`src/rtl/jtvigil_romrd.sv`:
```
// ROM read arbiter: three renderer clients (obj > scr1 > scr2) share one SDRAM
// read port, each client keeping a single cached 32-bit word with an address tag.
module jtvigil_romrd #(
    parameter logic [21:0] SCR1_OFFSET = 22'h00000,
    parameter logic [21:0] SCR2_OFFSET = 22'h10000,
    parameter logic [21:0] OBJ_OFFSET  = 22'h30000
) (
    input  logic        clk,
    input  logic        rst,

    input  logic [16:0] scr1_addr,
    input  logic        scr1_cs,
    output logic        scr1_ok,
    output logic [31:0] scr1_data,

    input  logic [17:0] scr2_addr,
    input  logic        scr2_cs,
    output logic        scr2_ok,
    output logic [31:0] scr2_data,

    input  logic [17:0] obj_addr,
    input  logic        obj_cs,
    output logic        obj_ok,
    output logic [31:0] obj_data,

    output logic [21:0] sdram_addr,
    output logic        sdram_rd,
    input  logic        sdram_ack,
    input  logic        data_rdy,
    input  logic [31:0] data_read
);

    // SDRAM handshake: sdram_rd/sdram_addr are held until the single-cycle
    // sdram_ack; one data_rdy pulse then returns data_read. Pulses arriving
    // outside the state that expects them are ignored.
    typedef enum logic [1:0] {IDLE, REQ, WAIT} state_t;
    typedef enum logic [1:0] {SRC_OBJ, SRC_SCR1, SRC_SCR2} src_t;

    state_t      state;
    src_t        win;
    logic [17:0] win_addr;

    logic [16:0] scr1_tag;
    logic [17:0] scr2_tag;
    logic [17:0] obj_tag;
    logic        scr1_valid, scr2_valid, obj_valid;

    logic scr1_hit, scr2_hit, obj_hit;
    logic scr1_miss, scr2_miss, obj_miss;

    assign scr1_hit  = scr1_cs & scr1_valid & (scr1_addr == scr1_tag);
    assign scr2_hit  = scr2_cs & scr2_valid & (scr2_addr == scr2_tag);
    assign obj_hit   = obj_cs  & obj_valid  & (obj_addr  == obj_tag);
    assign scr1_miss = scr1_cs & ~scr1_hit;
    assign scr2_miss = scr2_cs & ~scr2_hit;
    assign obj_miss  = obj_cs  & ~obj_hit;

    always_ff @(posedge clk or posedge rst) begin
        if (rst) begin
            state      <= IDLE;
            win        <= SRC_OBJ;
            win_addr   <= '0;
            sdram_rd   <= 1'b0;
            sdram_addr <= '0;
            scr1_ok    <= 1'b0;
            scr2_ok    <= 1'b0;
            obj_ok     <= 1'b0;
            scr1_data  <= '0;
            scr2_data  <= '0;
            obj_data   <= '0;
            scr1_tag   <= '0;
            scr2_tag   <= '0;
            obj_tag    <= '0;
            scr1_valid <= 1'b0;
            scr2_valid <= 1'b0;
            obj_valid  <= 1'b0;
        end else begin
            // ok reflects the inputs seen one cycle earlier against the cache
            // contents before any write on this edge.
            scr1_ok <= scr1_hit;
            scr2_ok <= scr2_hit;
            obj_ok  <= obj_hit;

            case (state)
                IDLE: begin
                    if (obj_miss) begin
                        win        <= SRC_OBJ;
                        win_addr   <= obj_addr;
                        sdram_addr <= {4'd0, obj_addr} + OBJ_OFFSET;
                        sdram_rd   <= 1'b1;
                        state      <= REQ;
                    end else if (scr1_miss) begin
                        win        <= SRC_SCR1;
                        win_addr   <= {1'b0, scr1_addr};
                        sdram_addr <= {5'd0, scr1_addr} + SCR1_OFFSET;
                        sdram_rd   <= 1'b1;
                        state      <= REQ;
                    end else if (scr2_miss) begin
                        win        <= SRC_SCR2;
                        win_addr   <= scr2_addr;
                        sdram_addr <= {4'd0, scr2_addr} + SCR2_OFFSET;
                        sdram_rd   <= 1'b1;
                        state      <= REQ;
                    end
                end
                REQ: begin
                    if (sdram_ack) begin
                        sdram_rd <= 1'b0;
                        state    <= WAIT;
                    end
                end
                WAIT: begin
                    // The tag is the address latched at request time, so a client
                    // that moved on meanwhile sees a mismatch rather than stale data.
                    if (data_rdy) begin
                        case (win)
                            SRC_OBJ: begin
                                obj_data  <= data_read;
                                obj_tag   <= win_addr;
                                obj_valid <= 1'b1;
                            end
                            SRC_SCR1: begin
                                scr1_data  <= data_read;
                                scr1_tag   <= win_addr[16:0];
                                scr1_valid <= 1'b1;
                            end
                            default: begin
                                scr2_data  <= data_read;
                                scr2_tag   <= win_addr;
                                scr2_valid <= 1'b1;
                            end
                        endcase
                        state <= IDLE;
                    end
                end
                default: state <= IDLE;
            endcase
        end
    end

endmodule

```
`config.mk`:
```
export PLATFORM = sky130hd
export DESIGN_NAME = jtvigil_romrd
export DESIGN_NICKNAME = d
export VERILOG_FILES = /design/src/rtl/jtvigil_romrd.sv
export SDC_FILE = /design/constraint.sdc
export NUM_CORES = 1
export LEC_CHECK = 0
export CORE_MARGIN = 2
export CORE_UTILIZATION = 45
export DETAILED_ROUTE_END_ITERATION = 16
export MAX_ROUTING_LAYER = met4
export PLACE_DENSITY = 0.75
export SLEW_MARGIN = 10
export SYNTH_ARGS = -nofsm -noshare
export SYNTH_HDL_FRONTEND = slang
export SYNTH_SLANG_ARGS = --single-unit
```
`constraint.sdc`:
```
create_clock -name clk -period 15.05 [get_ports clk]
set_input_delay 3.01 -clock clk [delete_from_list [all_inputs] [get_ports clk]]
set_output_delay 3.01 -clock clk [all_outputs]
set_load 0.05 [all_outputs]
```
==> results.json, run 1 <==
{
  "cts_buffers": 17,
  "drt-initial-drc-count": 191,
  "fin_skew_ns": 0.00865,
  "rsz0062_at_grt": "no",
  "worstSetupEndpointType": "flip-flop",
  "core_um2": 17200,
  "insertion_delay_ns": 0.42,
  "post_cts_resized": 0,
  "synthCells": 569,
  "drc": 0,
  "grtUsageTotal_pct": 22.4,
  "fin_crit_ns": 5.42,
  "grt_pass1_wl_mm": 30.6,
  "cp_max_fo": 17,
  "antenna_found_initial": 0,
  "synth_seq_area_share_pct": 57.1,
  "report.final.slew_viol_count": 0,
  "root_buffer": "clkbuf_16",
  "worstSetupStartpointType": "primary input",
  "clock_path_buffers": 2,
  "fp-row-count": 48,
  "multiInputGateArea_um2": 3150,
  "post_drt_wl_per_cell_um": 19.5,
  "leakagePower_uw": 0.00470,
  "design.die.area_um2": 18700,
  "die_width_um": 137,
  "layout_setup_ws_ns": 9.63,
  "max_stage_delay_ns": 0.60,
  "post-route-period-util_pct": 36.0,
  "clk_pin_slew_worst_paths_ns": 0.06,
  "overflow": 0,
  "nets": 859,
  "finalHoldViolCount": 0,
  "post-cts-setup-buffers": 0,
  "portBuffers": 210,
  "synth.distinct_cells": 37,
  "syn_to_final_growth_pct": 35.3,
  "arrival_ns": 5.72,
  "placed_area_um2": 10200,
  "htreeDepth": 4,
  "syn_area_per_cell_um2": 13.9,
  "clock_sinks": 181,
  "status": "finished, final reports clean",
  "grt_pass1_vias": 5682,
  "gp_congestion": 0.826,
  "worstHoldPathType": "flip-flop to flip-flop",
  "worst_path_max_delay_cell": "or4_1",
  "crit_required_ns": 15.35,
  "path_cells": "clkdlybuf4s50_1, xnor2_1, nand4_1, or4_1, o31ai_4, a311oi_4, buf_4, mux2_4",
  "final_cell_area_um2": 10700,
  "synth_warnings": 0,
  "worst_pin_slew_ns": 0.993,
  "setup_tns_ns": 0,
  "fill_cells": 1297,
  "diodes": 0,
  "ant_nets": 0,
  "yosys_register_bits": 181,
  "seqCellArea_um2": 4530,
  "dp_hpwl_mm": 13.5,
  "avgViaCountPerCell": 5.18,
  "vdd_ir_drop_max_v": 0.000170,
  "setup_viol": 0,
  "initial_utilization_pct": 46.0,
  "layout-drive-gt1-share_pct": 27.4,
  "pre_cts_ws_ns": 9.21,
  "ioPinCount": 214,
  "grt_max_degree": 108,
  "die_h_um": 137,
  "critical_path_class": "primary input to flip-flop",
  "postRouteWirelength_mm": 19.5,
  "dr.pass1.iters": 4,
  "ctsHoldBuffers": 0,
  "via_count": 5197,
  "synth_area_um2": 7930,
  "fmax_mhz": 185,
  "cts_tree": "yes",
  "max-slew-margin-rel_pct": 33.8,
  "power_density_nw_per_um2": 233,
  "max-cap-violations": 0
}
-- stage by stage --
| stage | instances | hold WS [ns] | power, uW | utilization (%) |
|---|---|---|---|---|
| floorplan | 571 | 0.434 | 1690 | - |
| global placement | 971 | 0.452 | 2050 | 58.9 |
| detailed placement | 971 | 0.452 | 2080 | 58.9 |
| CTS | 1003 | 0.471 | 2520 | 62.2 |
| global route | 1003 | 0.494 | 2610 | 62.2 |
| finish | 1003 | 0.478 | 2500 | 62.2 |
-- path summary, 6_finish.rpt --
| check | from | endpoint | slack [ns] | cells past startpoint |
|---|---|---|---|---|
| worst min-delay path | scr2_valid$_DFFE_PP0P_ | scr2_valid$_DFFE_PP0P_ | 0.48 | 1 |
| worst max-delay path | scr2_addr[16] | win_addr[1]$_DFFE_PP0P_ | 9.63 | 8 |
| worst min register to register | scr2_valid$_DFFE_PP0P_ | scr2_valid$_DFFE_PP0P_ | 0.48 | 1 |
| min in group asynchronous | rst | obj_data[0]$_DFFE_PP0P_ | 3.14 | 2 |
| max in group asynchronous | rst | scr2_data[6]$_DFFE_PP0P_ | 10.30 | 3 |
| worst max register to register | scr2_tag[0]$_DFFE_PP0P_ | win_addr[1]$_DFFE_PP0P_ | 12.33 | 7 |
-- cells by family after synthesis --
| logic type | Yosys count | share of synthesized area (%) |
|---|---|---|
| AOI/OAI and AO/OA | 35 | 3.09 |
| muxes | 182 | 26.1 |
| xor gates and xnor gates | 53 | 5.85 |
| buffers and inverters | 49 | 3.41 |
| DFF | 181 | 57.1 |
| other | 1 | 0.0473 |
| adders and majority gates | 2 | 0.316 |
| and+or+nand+nor | 66 | 4.09 |
-- cells in the mapped netlist (all sizes together) --
library cell  count  area [um^2]
nand2             8         30.0
and2              1         6.26
nand4b            1         8.76
nand3             6         30.0
mux2            166         1910
nand3b            1         7.51
xor2             36          315
o21a              2         15.0
o32a              1         10.0
o21ai             2         10.0
nand4             2         12.5
nor3b             1         7.51
inv               5         18.8
or2               2         12.5
conb              1         3.75
nand2b            3         18.8
a21o              1         7.51
a21oi            25          125
buf              31          203
clkbuf           13         48.8
o31ai             2         42.5
ha                2         25.0
a311oi            1         26.3
o2bb2ai           1         8.76
nor4              9         56.3
nor2             25         93.8
xnor2            17          149
nor3              5         25.0
mux2i            16          160
dfrtp           181         4530
or4               2         15.0
-- sequential cells by signal, summed over array words and instances (netlist names) --
| name | cells |
|---|---|
| obj_data | 32 |
| scr2_valid | 1 |
| scr1_ok | 1 |
| scr2_ok | 1 |
| obj_valid | 1 |
| obj_ok | 1 |
| obj_tag | 18 |
| scr2_data | 32 |
| state | 2 |
| win_addr | 18 |
| sdram_rd | 1 |
| scr1_data | 32 |
| scr1_tag | 17 |
| win | 2 |
| sdram_addr | 3 |
| scr1_valid | 1 |
| scr2_tag | 18 |
-- final cells by class --
cell class              instances  area share, %
inverters                       5          0.222
clock buffers                  22           4.42
flip-flops and latches        181           42.2
repair buffers                219           20.2
well taps                     225           2.62
multi-input cells             341           29.4
clock inverters                10          0.910
-- cells in the final DEF (no fill, tap or decap), drive strengths merged, types with 2 or more instances in the layout --
cell type	synthesis	final
nand2	8	8
o21ai	2	2
or4	2	2
buf	31	9
or2	2	2
clkinvlp	0	3
nand2b	3	3
inv	5	7
nor2	25	25
dfrtp	181	181
ha	2	2
nand4	2	2
conb	1	3
a21oi	25	25
nor4	9	9
clkbuf	13	22
xnor2	17	17
mux2i	16	16
xor2	36	36
mux2	166	166
nand3	6	6
o21a	2	2
nor3	5	5
o31ai	2	2
clkinv	0	4
clkdlybuf4s50	0	210
-- layer usage --
metal,global-route usage (%),wire length (um),vias up
met5,-,0,-
li1,-,-,2363
met3,8.33,1790,22
met4,6.83,301,0
met2,33.3,8780,197
met1,28.6,8650,2615
-- worst max-delay path, delay by kind of cell --
family                    cells  cell delay [ns]
buffers and inverters         2             0.85
xor gates and xnor gates      1             0.17
and+or+nand+nor               2             0.73
muxes                         1             0.31
AOI/OAI and AO/OA             2             0.65
-- report_power, final --
| group | switching [uW] | internal, uW |
|---|---|---|
| logic | 724 | 489 |
| clock network | 189 | 242 |
| registers | 155 | 703 |
(Power assumes the default switching activity.)
==> inputs of run 2 (changes only) <==
clock period = 5.4 ns   (was 15.05 ns; I/O delays follow)
==> results.json, run 2 (synthesized netlist as in run 1, its figures left out) <==
{
  "finalHoldViolCount": 0,
  "rsz0062_at_grt": "no",
  "syn_to_final_growth_pct": 36.0,
  "leakagePower_uw": 0.00472,
  "status": "finished, final reports clean",
  "fp-row-count": 48,
  "combPwrFrac_pct": 48.0,
  "setup_tns_ns": 0,
  "report.final.slew_viol_count": 0,
  "htreeDepth": 4,
  "cts_tree": "yes",
  "rr_endpoint": "win_addr[9]$_DFFE_PP0P_",
  "crit_required_ns": 5.71,
  "worstSetupEndpointType": "flip-flop",
  "reg2reg_depth": 7,
  "diodes": 0,
  "post_drt_wl_per_cell_um": 19.6,
  "fin_cells": 1003,
  "post_cts_resized": 0,
  "p_sw_uw": 3000,
  "clkPwrFrac_pct": 18.2,
  "cp_max_fo": 17,
  "final_cell_mix": "clkdlybuf4s50_1 (210), dfrtp_1 (181), mux2_2 (156)",
  "reg2reg_from": "scr2_tag[0]$_DFFE_PP0P_",
  "path_cells": "clkdlybuf4s50_1, xor2_1, nor4_1, nand3_1, o21ai_2, a311oi_4, buf_4, mux2_2",
  "grt_pass1_vias": 5769,
  "final_common_cell": "clkdlybuf4s50_1",
  "design.die.area_um2": 18700,
  "gp_congestion": 0.806,
  "initial_utilization_pct": 46.0,
  "postRouteWirelength_mm": 19.7,
  "worst_path_max_delay_cell": "a311oi_4",
  "setup_viol": 0,
  "drc": 0,
  "vdd_ir_drop_max_v": 0.000426,
  "portBuffers": 210,
  "worst_pin_slew_ns": 0.908,
  "post-cts-setup-buffers": 0,
  "layout-drive-gt1-share_pct": 27.6,
  "arrival_ns": 3.82,
  "max_stage_delay_ns": 0.73,
  "antenna_found_initial": 0,
  "post-route-period-util_pct": 65.1,
  "core_um2": 17200,
  "root_buffer": "clkbuf_16",
  "grt_pass1_wl_mm": 31.1,
  "avgViaCountPerCell": 5.21,
  "fmax_mhz": 285,
  "power_density_nw_per_um2": 655,
  "post-route-util_pct": 62.6,
  "internal_power_uw": 4060,
  "fin_crit_ns": 3.51,
  "placed_cells": 971,
  "p_seq_share_pct": 33.8,
  "ioPinCount": 214,
  "endpoint": "win_addr[10]$_DFFE_PP0P_",
  "critical_path_class": "primary input to flip-flop",
  "dp_hpwl_mm": 13.7,
  "max-cap-violations": 0,
  "ant_nets": 0,
  "worstSetupStartpointType": "primary input",
  "max-slew-margin-rel_pct": 39.5,
  "clk_pin_slew_worst_paths_ns": 0.07,
  "overflow": 0,
  "drt-initial-drc-count": 189,
  "crit_start": "scr1_addr[16]",
  "die_h_um": 137,
  "worstHoldPathType": "flip-flop to flip-flop",
  "fin_skew_ns": 0.00988,
  "insertion_delay_ns": 0.43,
  "p_sw_share_pct": 42.5,
  "ctsHoldBuffers": 0,
  "top_regs": "obj_data: 32 flops, scr1_data: 32 flops, scr2_data: 32 flops",
  "nets": 859,
  "worst-r2r-setup-slack_ns": 2.62,
  "grtUsageTotal_pct": 23.0,
  "die_width_um": 137,
  "clock_sinks": 181,
  "cts_buffers": 17,
  "clock_path_buffers": 2,
  "power_uw": 7070,
  "dr.pass1.iters": 4,
  "via_count": 5221,
  "grt_max_degree": 108
}
[run 2: cell count changes in the layout (fill, tap and decap cells not counted), sizes merged]
cell / delta
bufinv: +2
inv: +4
clkinv: -2
clkinvlp: +1
clkbuf: -5
[run 2: layout make-up]
type | count | area (um^2)
Sequential cell | 181 | 4530
Inverter | 5 | 22.5
Multi-Input combinational cell | 341 | 3150
Tap cell | 225 | 282
Clock buffer | 17 | 425
Clock inverter | 15 | 193
Fill cell | 1265 | 6450
Timing Repair Buffer | 219 | 2180
[run 2: how the worst min path moves through the flow]
stage,start,end,slack [ns],depth (start not counted)
after global routing,scr1_valid$_DFFE_PP0P_,scr1_valid$_DFFE_PP0P_,0.50,1
final,scr1_valid$_DFFE_PP0P_,scr1_valid$_DFFE_PP0P_,0.47,1
after global placement,scr1_valid$_DFFE_PP0P_,scr1_valid$_DFFE_PP0P_,0.46,1
after floorplan,scr1_valid$_DFFE_PP0P_,scr1_valid$_DFFE_PP0P_,0.43,1
after detailed placement,scr1_valid$_DFFE_PP0P_,scr1_valid$_DFFE_PP0P_,0.45,1
after CTS,scr1_valid$_DFFE_PP0P_,scr1_valid$_DFFE_PP0P_,0.47,1
[run 2: power groups by stage]
stage | Sequential (uW) | Clock [uW] | Combinational [uW]
4_1_cts | 2390 | 1320 | 3420
6_report | 2390 | 1290 | 3390
3_5_place_dp | 2410 | 0 | 3400
3_3_place_gp | 2360 | 0 | 3350
2_1_floorplan | 3410 | 0 | 1280
5_1_grt | 2470 | 1380 | 3550
[run 2: layer usage]
metal / up-vias / global-route usage, % / share of wire (%)
met3: 19 / 8.59 / 9.5
met4: 0 / 6.89 / 1.3
met2: 201 / 36.3 / 48
met1: 2638 / 27.5 / 41
met5: - / - / 0
li1: 2363 / - / -
[run 2: worst max-delay path: cells and delay by family]
kind	cells	cell delay [ns]
buffers and inverters	2	0.92
AOI/OAI and AO/OA	2	0.85
muxes	1	0.38
and+or+nand+nor	2	0.30
xor gates and xnor gates	1	0.29
[run 2: through the flow]
stage | area [um^2] | setup slack, ns | hold slack [ns]
6_report | 10800 | 1.89 | 0.467
3_5_place_dp | 10200 | 1.47 | 0.453
4_1_cts | 10800 | 1.94 | 0.472
3_3_place_gp | 10200 | 1.55 | 0.456
5_1_grt | 10800 | 1.81 | 0.500
2_1_floorplan | 7940 | 2.00 | 0.434
